`src/rtl/rr_mux_arbiter.sv`:
```
// Round-robin arbiter for two requesters feeding a registered 2:1 data mux.
// The chosen word is held in y and delivered over a valid/ready handshake.
module rr_mux_arbiter #(
    parameter int unsigned WIDTH = 4,
    parameter int unsigned CNT_W = 8
) (
    input  logic             clk,
    input  logic             rst,
    input  logic             req0,
    input  logic [WIDTH-1:0] i0,
    input  logic             req1,
    input  logic [WIDTH-1:0] i1,
    output logic             gnt0,
    output logic             gnt1,
    output logic             s,
    output logic [WIDTH-1:0] y,
    output logic             y_valid,
    input  logic             y_ready,
    output logic [CNT_W-1:0] xfer_cnt
);

    typedef enum logic {StEmpty = 1'b0, StFull = 1'b1} state_e;

    state_e           state_q, state_d;
    logic [WIDTH-1:0] y_q, y_d;
    logic             s_q, s_d;
    logic             last_q, last_d;
    logic             gnt0_q, gnt0_d;
    logic             gnt1_q, gnt1_d;
    logic [CNT_W-1:0] cnt_q, cnt_d;

    logic free;
    logic capture;
    logic xfer;
    logic winner;

    always_ff @(posedge clk or posedge rst) begin
        if (rst) begin
            state_q <= StEmpty;
            y_q     <= '0;
            s_q     <= 1'b0;
            last_q  <= 1'b1;
            gnt0_q  <= 1'b0;
            gnt1_q  <= 1'b0;
            cnt_q   <= '0;
        end else begin
            state_q <= state_d;
            y_q     <= y_d;
            s_q     <= s_d;
            last_q  <= last_d;
            gnt0_q  <= gnt0_d;
            gnt1_q  <= gnt1_d;
            cnt_q   <= cnt_d;
        end
    end

    always_comb begin
        free    = (state_q == StEmpty) | y_ready;
        capture = free & (req0 | req1);
        xfer    = (state_q == StFull) & y_ready;
        // Contended: favour the requester not served last; otherwise the lone one.
        winner  = (req0 & req1) ? ~last_q : req1;

        state_d = state_q;
        y_d     = y_q;
        s_d     = s_q;
        last_d  = last_q;
        gnt0_d  = 1'b0;
        gnt1_d  = 1'b0;
        cnt_d   = cnt_q;

        if (xfer) begin
            cnt_d = cnt_q + 1'b1;
        end

        unique case (state_q)
            StEmpty: begin
                if (capture) begin
                    state_d = StFull;
                end
            end
            StFull: begin
                if (xfer && !capture) begin
                    state_d = StEmpty;
                end
            end
            default: state_d = StEmpty;
        endcase

        if (capture) begin
            y_d    = winner ? i1 : i0;
            s_d    = winner;
            last_d = winner;
            gnt0_d = ~winner;
            gnt1_d = winner;
        end
    end

    assign y_valid  = (state_q == StFull);
    assign y        = y_q;
    assign s        = s_q;
    assign gnt0     = gnt0_q;
    assign gnt1     = gnt1_q;
    assign xfer_cnt = cnt_q;

endmodule

```
`config.mk`:
```
export PLATFORM = sky130hd
export DESIGN_NAME = rr_mux_arbiter
export DESIGN_NICKNAME = d
export VERILOG_FILES = /design/src/rtl/rr_mux_arbiter.sv
export SDC_FILE = /design/constraint.sdc
export NUM_CORES = 1
export LEC_CHECK = 0
export ABC_AREA = 1
export BUFFER_PORTS_ARGS = -buffer_cell sky130_fd_sc_hd__clkbuf_2
export CORE_AREA = 2 2 45 47
export CTS_BUF_LIST = sky130_fd_sc_hd__clkbuf_4
export DETAILED_ROUTE_END_ITERATION = 8
export DIE_AREA = 0 0 47 49
export PLACE_DENSITY = 0.76
export SKIP_CTS_REPAIR_TIMING = 1
export SYNTH_ARGS = -nofsm -noshare
export SYNTH_HDL_FRONTEND = slang
export SYNTH_SLANG_ARGS = --single-unit
```
`constraint.sdc`:
```
create_clock -name clk -period 1.2 [get_ports clk]
set_input_delay 0.06 -clock clk [delete_from_list [all_inputs] [get_ports clk]]
set_output_delay 0.06 -clock clk [all_outputs]
set_load 0.1 [all_outputs]
```
; Yosys cells after proc, flatten, opt, wreduce, memory -nomap -nowiden
; Index checks and enable logic that the tools add are counted.
[totals]
inputBits = 13
ff_bits = 17
word_cells = 25
output_inout_bits = 16
[op_classes]
n_addsub = 1
n_mux = 7
n_bitwise = 8
n_reduce_logical = 2
[ops]
columns = cell, count
row1 = "adder 8 x 1 -> 8 bit, second input constant", 1
row2 = two-way mux 1 bit, 5
row3 = two-way mux 4 bit, 1
row4 = AND 1 bit, 3
row5 = inverter 1 bit, 3
row6 = bitwise OR 1 bit, 2
row7 = case mux 1 bit (2 select lines), 1
row8 = logical AND 1 bit, 1
row9 = logical NOT 1 bit, 1

; Longest topological paths before layout
; Gate-level depths: netlist of run 1.
[logic_depth]
ltp_word = 7
mapped_depth = 7
ltp_nobuf = 7

; Worst setup path before layout of run 1
; Ideal clock, no wire load.
[synth_timing]
kind = register to register
start = reg cnt_q[1] (netlist: xfer_cnt[1])
end = reg cnt_q[4] (netlist: xfer_cnt[4])
t_arrival_ps = 1664
required_ps = 1043
stages_incl_launch_ff = 6
setup_ps = 157
path_buffers = 0
path_slack_ps = -620
period_less_slack_ps = 1820
cell_sequence = dfrtp_1 -> ha_1 -> clkinv_2 -> nor2_8 -> nand2_2 -> xnor2_2
[synth_via]
elab_chain_len = 1
[synth_rtl]
columns = element, line_no
row1 = from (decl), 30  ; logic [CNT_W-1:0] cnt_q, cnt_d;
row2 = from (signal assigned), 53  ; cnt_q <= cnt_d;
row3 = adder 8 x 1 -> 8 bit, 73  ; cnt_d = cnt_q + 1'b1;
; No other way between the ends.
; A chain may end at the register's enable or synchronous reset.

; Final worst setup path of run 1
[layout_timing]
start = reg cnt_q[1] (netlist: xfer_cnt[1])
end = reg cnt_q[1] (netlist: xfer_cnt[1])
; The elaborated chain is that of the path after synthesis.

==> results of run 1 <==
[stage by stage]
stage	utilization [%]	setup TNS (ns)	cell area, µm²	setup WS (ns)	std cells
after floorplan	-	-0.389	901	-0.0849	95
after global placement	66.4	0	1220	0.0868	151
after detailed placement	66.4	0	1220	0.0719	151
after CTS	67.9	0	1250	0.0538	155
after global routing	68.5	0	1260	0.0171	156
final	68.5	0	1260	0.0609	156
[layout by cell type, fill, tap and decap left out, types with 2 or more instances in the layout]
master    count
buf_12        8
buf_4         9
clkbuf_2     12
clkbuf_4      3
dfrtp_1       7
dfrtp_2       3
dfrtp_4       6
inv_1         8
inv_2         3
nand2_1      34
nand2_2       4
nand3_1       6
nand4_1       2
nor2_1        3
nor2_2        2
nor2_4        3
xnor2_2       2
xor2_1        2
[sequential cells by signal, summed over array words and instances, names as in the netlist]
signal	count
s	1
xfer_cnt	8
y_valid	1
last_q	1
y	4
gnt0	1
gnt1	1
[power breakdown]
part / switching, W / internal [W] / total, W
Combinational: 0.00133 / 0.000650 / 0.00198
Clock: 0.000179 / 0.000124 / 0.000303
Sequential: 0.000237 / 0.000776 / 0.00101
[final cells by class]
type	instances	area, µm²
Multi-Input combinational cell	65	394
Fill cell	153	579
Clock inverter	1	5.00
Inverter	13	56.3
Sequential cell	17	453
Timing Repair Buffer	30	298
Clock buffer	3	22.5
Tap cell	27	33.8
[worst max-delay path, delay by kind of cell, from the launching register on]
kind | cells | cell delay (ns)
fa+ha+maj | 1 | 0.24
mux | 1 | 0.26
flops | 1 | 0.54
[worst paths after layout]
path                             start          end  slack [ns]  cells after the start
max                        xfer_cnt[1]  xfer_cnt[1]        0.06                      2
min                               req0      y_valid        0.03                      3
max reg2reg                xfer_cnt[1]  xfer_cnt[1]        0.06                      2
min reg2reg                     last_q       last_q        0.48                      2
max in group asynchronous          rst       last_q        0.66                      4
min in group asynchronous          rst         y[1]        0.29                      4
[metal layers]
layer | share of wire (%) | global-route usage, % | wire (µm) | vias up
li1 | - | - | - | 359
met1 | 40 | 20.9 | 667 | 336
met2 | 54 | 29.9 | 900 | 23
met3 | 5.8 | 2.59 | 97 | 2
met4 | 0.36 | 6.94 | 6 | 0
met5 | 0 | 0 | 0 | -
[cell families after synthesis]
group,after synthesis,synth area share [%]
muxes,1,1.75
AOI/OAI and AO/OA,2,1.17
buffers and inverters,13,6.12
and+or+nand+nor,57,34.0
xor gates and xnor gates,4,5.83
adders and majority gates,1,1.46
DFF,17,49.7
[synth_stat cells]
master and n:
a21oi_1 1, clkinv_2 1, dfrtp_1 16, dfstp_2 1
ha_1 1, inv_1 9, inv_2 2, inv_4 1
mux2_4 1, nand2_1 35, nand2_2 3, nand2_4 1
nand3_1 6, nand3_2 1, nand4_1 2, nor2_1 3
nor2_2 2, nor2_4 3, nor2_8 1, o21ai_0 1
xnor2_2 2, xor2_1 2
==> results by group, run 1 <==
Global routing
  • Largest net degree at the start of global routing: 18
  • Antenna violations before repair: 0
  • Tot GR Track Use: 17.5%
  • GR Overflow Total: 0
  • Vias in the first global route: 719
  • First-pass GRT wire length: 2930 µm

Die
  • DIE AREA: 0.00230 mm²
  • Die width: 47 µm
  • Die height: 49 µm
  • Initial Util: 46.6%
  • Rows: 16
  • # IOs: 29
  • Core Area: 0.00184 mm²

Critical path
  • Crit path cell chain: ha_4 -> mux2_4
  • Max FO, Critical Path: 5
  • Critical-path top delay cell: dfrtp_4
  • Crit end category: flip-flop
  • Data arrival time of the critical path: 1.32 ns
  • CP startpoint kind: flip-flop
  • Req. time, crit path: 1.38 ns
  • Setup CP Type: flip-flop to flip-flop
  • Crit-path max cell delay: 0.54 ns

Drt
  • DR DRC count: 0
  • Final ANT Viol Nets: 0
  • Via density: 4.62
  • Wirelength per Cell: 10.7 µm
  • DR iter-0 viols: 3
  • Final wirelength: 1670 µm
  • Drt pass-1 iters: 4
  • Via Count: 720

Synthesis
  • Synth warn: 0
  • #FFs+latches synth: 17
  • Synth cell types: 22
  • Cells taking the most area after synthesis: dfrtp_1, nand2_1, inv_1
  • Syn nets: 109
  • Yosys top cell by area: dfrtp_1
  • Synth Instances: 95
  • Post-synthesis area per instance: 9.03 µm²
  • Post-Syn Area: 858 µm²
  • Sequential share of the synthesized area: 49.7%
  • Synth top area share: 46.6%

STA
  • Fin crit period: 1.14 ns
  • Slew Viols, Final: 0
  • Slew HR: 81.4%
  • Final Hold Vio Count: 0
  • Maximum clock frequency: 0.878 GHz
  • Worst-Margin Slew: 0.282 ns
  • RSZ-0062 raised after global routing: false
  • WHS: 0.0271 ns
  • Setup clock skew after layout: 0.00123 ns
  • Final Cycle Share: 94.9%
  • Setup-failing EPs final: 0

Final layout
  • Area delta synth->final: 47.1%
  • Final nets: 144
  • Share of cells above drive strength 1: 49.6%
  • N_diodes: 0

CTS
  • # H-tree levels: 1
  • CTS clock-pin slew for the worst setup and hold paths: 0.10 ns
  • Worst-case clock buffer depth: 2
  • CTS tree: yes
  • Root Buffer: clkbuf_4
  • CTS sink cnt: 17
  • Worst-Skew Late Latency: 0.28 ns
  • Total CTS buffers: 3

Place
  • Detail Placement HPWL: 1350 µm
  • RePlAce Congestion: 0.751
  • Port Buffers: 28

Flow run
  • MaxCap Viol Count: 0

Outcome
  • Status: completed

Power
  • Max VDD drop: 0.00126 V
  • Total Power: 0.00330 W
  • Power Density: 2610 mW/mm²
  • Leak: 0.670 nW

Hold path
  • Hold crit path type: input port to flip-flop
Power figures use the tool's default switching activity.
==> inputs of run 2 (changes only) <==
Settings changed: REMOVE_ABC_BUFFERS from default to 1.
==> results by group, run 2 (synthesis results as in run 1) <==
Global routing
  • GR Overflow Total: 0 (unchanged)
  • Antenna violations before repair: 0 (unchanged)
  • Vias in the first global route: 707 (was 719)
  • Tot GR Track Use: 17.4% (was 17.5%)
  • Largest net degree at the start of global routing: 18 (unchanged)
  • First-pass GRT wire length: 2950 µm (was 2930 µm)

CTS
  • # H-tree levels: 1 (unchanged)
  • CTS clock-pin slew for the worst setup and hold paths: 0.09 ns (was 0.10 ns)
  • Worst-case clock buffer depth: 2 (unchanged)
  • Worst-Skew Late Latency: 0.28 ns (about the same)
  • Root Buffer: clkbuf_4 (unchanged)
  • Total CTS buffers: 3 (unchanged)
  • CTS sink cnt: 17 (unchanged)
  • CTS tree: yes (unchanged)

Drt
  • Via density: 4.58 (was 4.62)
  • Wirelength per Cell: 10.6 µm (was 10.7 µm)
  • Final wirelength: 1670 µm (about the same)
  • Final ANT Viol Nets: 0 (unchanged)
  • DR DRC count: 0 (unchanged)
  • Drt pass-1 iters: 2 (was 4)
  • DR iter-0 viols: 3 (unchanged)
  • Via Count: 724 (was 720)

Die
  • Die width: 47 µm (unchanged)
  • Die height: 49 µm (unchanged)
  • Rows: 16 (unchanged)
  • # IOs: 29 (unchanged)
  • Initial Util: 46.6% (unchanged)
  • DIE AREA: 0.00230 mm² (unchanged)
  • Core Area: 0.00184 mm² (unchanged)

STA
  • WHS: 0.0328 ns (was 0.0271 ns)
  • Final Hold Vio Count: 0 (unchanged)
  • Worst-Margin Slew: 0.279 ns (was 0.282 ns)
  • Slew HR: 81.5% (was 81.4%)
  • Setup clock skew after layout: 0.00634 ns (was 0.00123 ns)
  • Slew Viols, Final: 0 (unchanged)
  • Setup-failing EPs final: 0 (unchanged)
  • Final Cycle Share: 91.5% (was 94.9%)
  • Setup ws final: 0.102 ns (was 0.0609 ns)
  • Maximum clock frequency: 0.910 GHz (was 0.878 GHz)
  • RSZ-0062 raised after global routing: false (unchanged)
  • Fin crit period: 1.10 ns (was 1.14 ns)

Power
  • Max VDD drop: 0.00136 V (was 0.00126 V)
  • Leak: 0.696 nW (was 0.670 nW)
  • Power Density: 2590 mW/mm² (was 2610 mW/mm²)

Critical path
  • Data arrival time of the critical path: 1.28 ns (was 1.32 ns)
  • Crit path cell chain: ha_1 -> clkinv_2 -> nor2_8 -> nand4_1 -> nand2_1 -> inv_1 (was ha_4 -> mux2_4)
  • CP startpoint kind: flip-flop (unchanged)
  • Crit end category: flip-flop (unchanged)
  • Critical-path top delay cell: dfrtp_1 (was dfrtp_4)
  • Crit-path max cell delay: 0.37 ns (was 0.54 ns)
  • Req. time, crit path: 1.38 ns (about the same)
  • Max FO, Critical Path: 4 (was 5)
  • Setup CP Type: flip-flop to flip-flop (unchanged)

Final layout
  • N_diodes: 0 (unchanged)
  • Most common cell after layout, fill and taps aside: nand2_1 (unchanged)
  • Fill count: 162 (was 153)
  • Share of cells above drive strength 1: 42.0% (was 49.6%)
  • Max reg flops: 8 (unchanged)
  • Final nets: 146 (was 144)
  • Most frequent cells in the layout: nand2_1, dfrtp_1, clkbuf_2 (was nand2_1, clkbuf_2, buf_4)
  • Post-route core utilization: 68.5% (unchanged)
  • Area delta synth->final: 47.1% (unchanged)

Place
  • Detail Placement HPWL: 1390 µm (was 1350 µm)
  • Port Buffers: 28 (unchanged)
  • RePlAce Congestion: 0.804 (was 0.751)
  • Place WS: 0.0842 ns (was 0.0719 ns)

Flow run
  • MaxCap Viol Count: 0 (unchanged)

Outcome
  • Status: completed (unchanged)

Hold path
  • Hold crit path type: input port to flip-flop (unchanged)
## run 2: cell type report
type | count | area [µm²] | area share (%)
timing repair buffer | 32 | 338 | 26.8
multi-input combinational | 65 | 382 | 30.2
sequential | 17 | 427 | 33.8
tap | 27 | 33.8 | 2.68
inverter | 13 | 52.6 | 4.16
clock buffer | 4 | 30.0 | 2.38
## run 2: path summary, 6_finish.rpt
| kind | from | endpoint | slack, ns | cells past startpoint |
|---|---|---|---|---|
| max in group asynchronous | rst | last_q | 0.62 | 4 |
| setup / recovery | xfer_cnt[0] | xfer_cnt[6] | 0.10 | 6 |
| setup reg to reg | xfer_cnt[0] | xfer_cnt[6] | 0.10 | 6 |
| min in group asynchronous | rst | y[3] | 0.32 | 4 |
| hold / removal | req0 | y_valid | 0.03 | 3 |
| hold reg to reg | last_q | last_q | 0.48 | 2 |
## run 2: worst max-delay path, delay by kind of cell, from the launching register on
kind          cells  cell delay (ns)
flops             1             0.37
buf+inv           2             0.14
fa+ha+maj         1             0.17
simple gates      3             0.31
## run 2: power by group
| group | total (W) | switching [W] | internal, W |
|---|---|---|---|
| Sequential | 0.000908 | 0.000191 | 0.000717 |
| Clock | 0.000311 | 0.000160 | 0.000151 |
| Combinational | 0.00205 | 0.00136 | 0.000687 |
| Total | 0.00327 | 0.00172 | 0.00156 |
## run 2: metrics by stage
| stage | instances | area (µm²) | TNS (ns) | total power, W |
|---|---|---|---|---|
| 6_report | 158 | 1260 | 0 | 0.00327 |
| 5_1_grt | 158 | 1260 | 0 | 0.00343 |
| 4_1_cts | 157 | 1250 | 0 | 0.00330 |
| 3_5_place_dp | 153 | 1220 | 0 | 0.00298 |
| 3_3_place_gp | 153 | 1220 | 0 | 0.00294 |
| 2_1_floorplan | 95 | 858 | -7.06 | 0.00225 |
## run 2: routing by layer
| layer | global-route usage (%) | part of all wire [%] | vias up |
|---|---|---|---|
| met5 | 0 | 0 | - |
| met4 | 5.56 | 0.48 | 0 |
| met3 | 2.22 | 5.1 | 2 |
| met2 | 29.7 | 53 | 21 |
| met1 | 21.9 | 41 | 342 |
| li1 | - | - | 359 |
==> inputs of run 3 (changes only) <==
Settings changed: PLACE_DENSITY 0.76 to default, PLACE_DENSITY_LB_ADDON from default to 0.15, RECOVER_POWER from default to 100.
==> results by group, run 3 (synthesis results as in run 1) <==
Critical path
  • Crit path cell chain: buf_4 (was ha_1 -> clkinv_2 -> nor2_8 -> nand4_1 -> nand2_1 -> inv_1)
  • Crit-path leading delay family: flip-flops (unchanged)
  • Reg2Reg Depth: 7 (was 6)
  • Req. time, crit path: 1.14 ns (was 1.38 ns)
  • Worst r2r src: xfer_cnt[0] (unchanged)
  • Critical-path top delay cell: dfrtp_1 (unchanged)
  • Max FO, Critical Path: 5 (was 4)
  • Crit-path max cell delay: 0.45 ns (was 0.37 ns)
  • Reg-to-Reg End: xfer_cnt[6] (unchanged)
  • CP bufs+invs: 1 (was 2)
  • CP startpoint kind: flip-flop (unchanged)
  • Data arrival time of the critical path: 1.06 ns (was 1.28 ns)
  • Worst reg2reg setup slack: 0.12 ns (was 0.10 ns)
  • Setup CP Type: flip-flop to output port (was flip-flop to flip-flop)
  • Crit end category: output port (was flip-flop)

STA
  • Fin crit period: 1.12 ns (was 1.10 ns)
  • Maximum clock frequency: 0.892 GHz (was 0.910 GHz)
  • Setup-failing EPs final: 0 (unchanged)
  • Setup clock skew after layout: 0.00219 ns (was 0.00634 ns)
  • Slew Viols, Final: 0 (unchanged)
  • Worst-Margin Slew: 0.420 ns (was 0.279 ns)
  • WHS: 0.0422 ns (was 0.0328 ns)
  • RSZ-0062 raised after global routing: false (unchanged)
  • Final Cycle Share: 93.4% (was 91.5%)
  • Slew HR: 72.0% (was 81.5%)
  • Final Hold Vio Count: 0 (unchanged)

Power
  • Power Density: 2580 mW/mm² (was 2590 mW/mm²)
  • Sw Ratio: 56.2% (was 52.4%)
  • Sequential Power Share: 29.0% (was 27.8%)
  • Clock Power Share: 10.1% (was 9.5%)
  • Int Pwr: 0.00129 W (was 0.00156 W)
  • Psw: 0.00165 W (was 0.00172 W)
  • Logic gate share of total power: 61.0% (was 62.7%)
  • Leak: 0.654 nW (was 0.696 nW)
  • Total Power: 0.00294 W (was 0.00327 W)
  • Max VDD drop: 0.00213 V (was 0.00136 V)

Drt
  • Wirelength per Cell: 10.1 µm (was 10.6 µm)
  • Via density: 4.45 (was 4.58)
  • Final wirelength: 1610 µm (was 1670 µm)
  • Via Count: 708 (was 724)
  • DR DRC count: 0 (unchanged)
  • Drt pass-1 iters: 5 (was 2)
  • Final ANT Viol Nets: 0 (unchanged)
  • DR iter-0 viols: 4 (was 3)

CTS
  • CTS tree: yes (unchanged)
  • Total CTS buffers: 3 (unchanged)
  • CTS sink cnt: 17 (unchanged)
  • CTS clock-pin slew for the worst setup and hold paths: 0.10 ns (was 0.09 ns)
  • Root Buffer: clkbuf_4 (unchanged)
  • Worst-case clock buffer depth: 2 (unchanged)
  • # H-tree levels: 1 (unchanged)
  • Worst-Skew Late Latency: 0.28 ns (about the same)

Outcome
  • Status: completed (unchanged)

Global routing
  • First-pass GRT wire length: 2950 µm (about the same)
  • Antenna violations before repair: 0 (unchanged)
  • Largest net degree at the start of global routing: 18 (unchanged)
  • GR Overflow Total: 0 (unchanged)
  • Vias in the first global route: 714 (was 707)
  • Tot GR Track Use: 16.9% (was 17.4%)

Final layout
  • Most frequent cells in the layout: nand2_1, dfrtp_1, clkbuf_2 (unchanged)
  • Area delta synth->final: 32.8% (was 47.1%)
  • Max reg flops: 8 (unchanged)
  • N_diodes: 0 (unchanged)
  • Most common cell after layout, fill and taps aside: nand2_1 (unchanged)
  • Final nets: 147 (was 146)
  • Share of cells above drive strength 1: 39.4% (was 42.0%)

Die
  • # IOs: 29 (unchanged)
  • Core Area: 0.00184 mm² (unchanged)
  • DIE AREA: 0.00230 mm² (unchanged)
  • Initial Util: 46.6% (unchanged)
  • Die height: 49 µm (unchanged)
  • Rows: 16 (unchanged)
  • Die width: 47 µm (unchanged)

Hold path
  • Hold path depth: 3 (unchanged)
  • Worst hold path endpoint: y_valid (unchanged)
  • Hold crit path type: input port to flip-flop (unchanged)
  • Min-delay src: req0 (unchanged)

Flow run
  • MaxCap Viol Count: 0 (unchanged)

Place
  • RePlAce Congestion: 0.806 (was 0.804)
  • Port Buffers: 28 (unchanged)
  • Detail Placement HPWL: 1330 µm (was 1390 µm)
-- run 3: cell count changes in the layout (fill, tap and decap cells not counted) --
cell / delta
nor2_4: -1
buf_6: +2
clkbuf_2: +2
mux2_1: +1
nor2_1: +1
buf_12: -9
clkbuf_4: +8
buf_4: -3
mux2_4: -1
inv_1: +1
nand3_2: -1
nand3_1: +1
-- run 3: per-layer routing --
layer	GRT usage (%)	share of wire, %	vias up
li1	-	-	366
met2	25.1	46	21
met1	25.2	47	321
met4	2.78	0	0
met5	0	0	-
met3	4.07	6.8	0
-- run 3: power groups by stage --
stage | registers [W] | clock network [W] | logic (W)
floorplan | 0.00186 | 0 | 0.000392
global placement | 0.000891 | 0 | 0.00206
detailed placement | 0.000898 | 0 | 0.00208
CTS | 0.000885 | 0.000312 | 0.00208
global route | 0.000874 | 0.000340 | 0.00189
finish | 0.000851 | 0.000296 | 0.00179
-- run 3: cell type report --
class | instances | area (µm²)
Clock inverter | 1 | 5.00
Inverter | 13 | 51.3
Tap cell | 27 | 33.8
Timing Repair Buffer | 33 | 235
Multi-Input combinational cell | 65 | 365
Fill cell | 180 | 702
Clock buffer | 3 | 22.5
Sequential cell | 17 | 427
-- run 3: through the flow --
stage	TNS (ns)	utilization, %	cells	setup WS, ns	area [µm²]
floorplan	-7.06	-	95	-0.620	858
global placement	0	66.0	154	0.0991	1210
detailed placement	0	66.0	154	0.0684	1210
CTS	0	67.5	158	0.0438	1240
global route	0	61.9	159	0.0244	1140
finish	0	61.9	159	0.0795	1140
-- run 3: worst min-delay path, delay by kind of cell --
kind | cells | cell delay, ns
AOI/OAI and AO/OA | 1 | 0.07
buffers and inverters | 1 | 0.10
and+or+nand+nor | 1 | 0.05
-- run 3: worst max-delay path by stage --
| stage | from | endpoint | slack, ns | cells after the start |
|---|---|---|---|---|
| global placement | last_q | s | 0.1 | 5 |
| floorplan | xfer_cnt[1] | xfer_cnt[4] | -0.62 | 5 |
| CTS | last_q | y[0] | 0.04 | 6 |
| detailed placement | last_q | s | 0.07 | 5 |
| finish | xfer_cnt[2] | xfer_cnt[2] | 0.08 | 1 |
| global route | last_q | s | 0.02 | 5 |
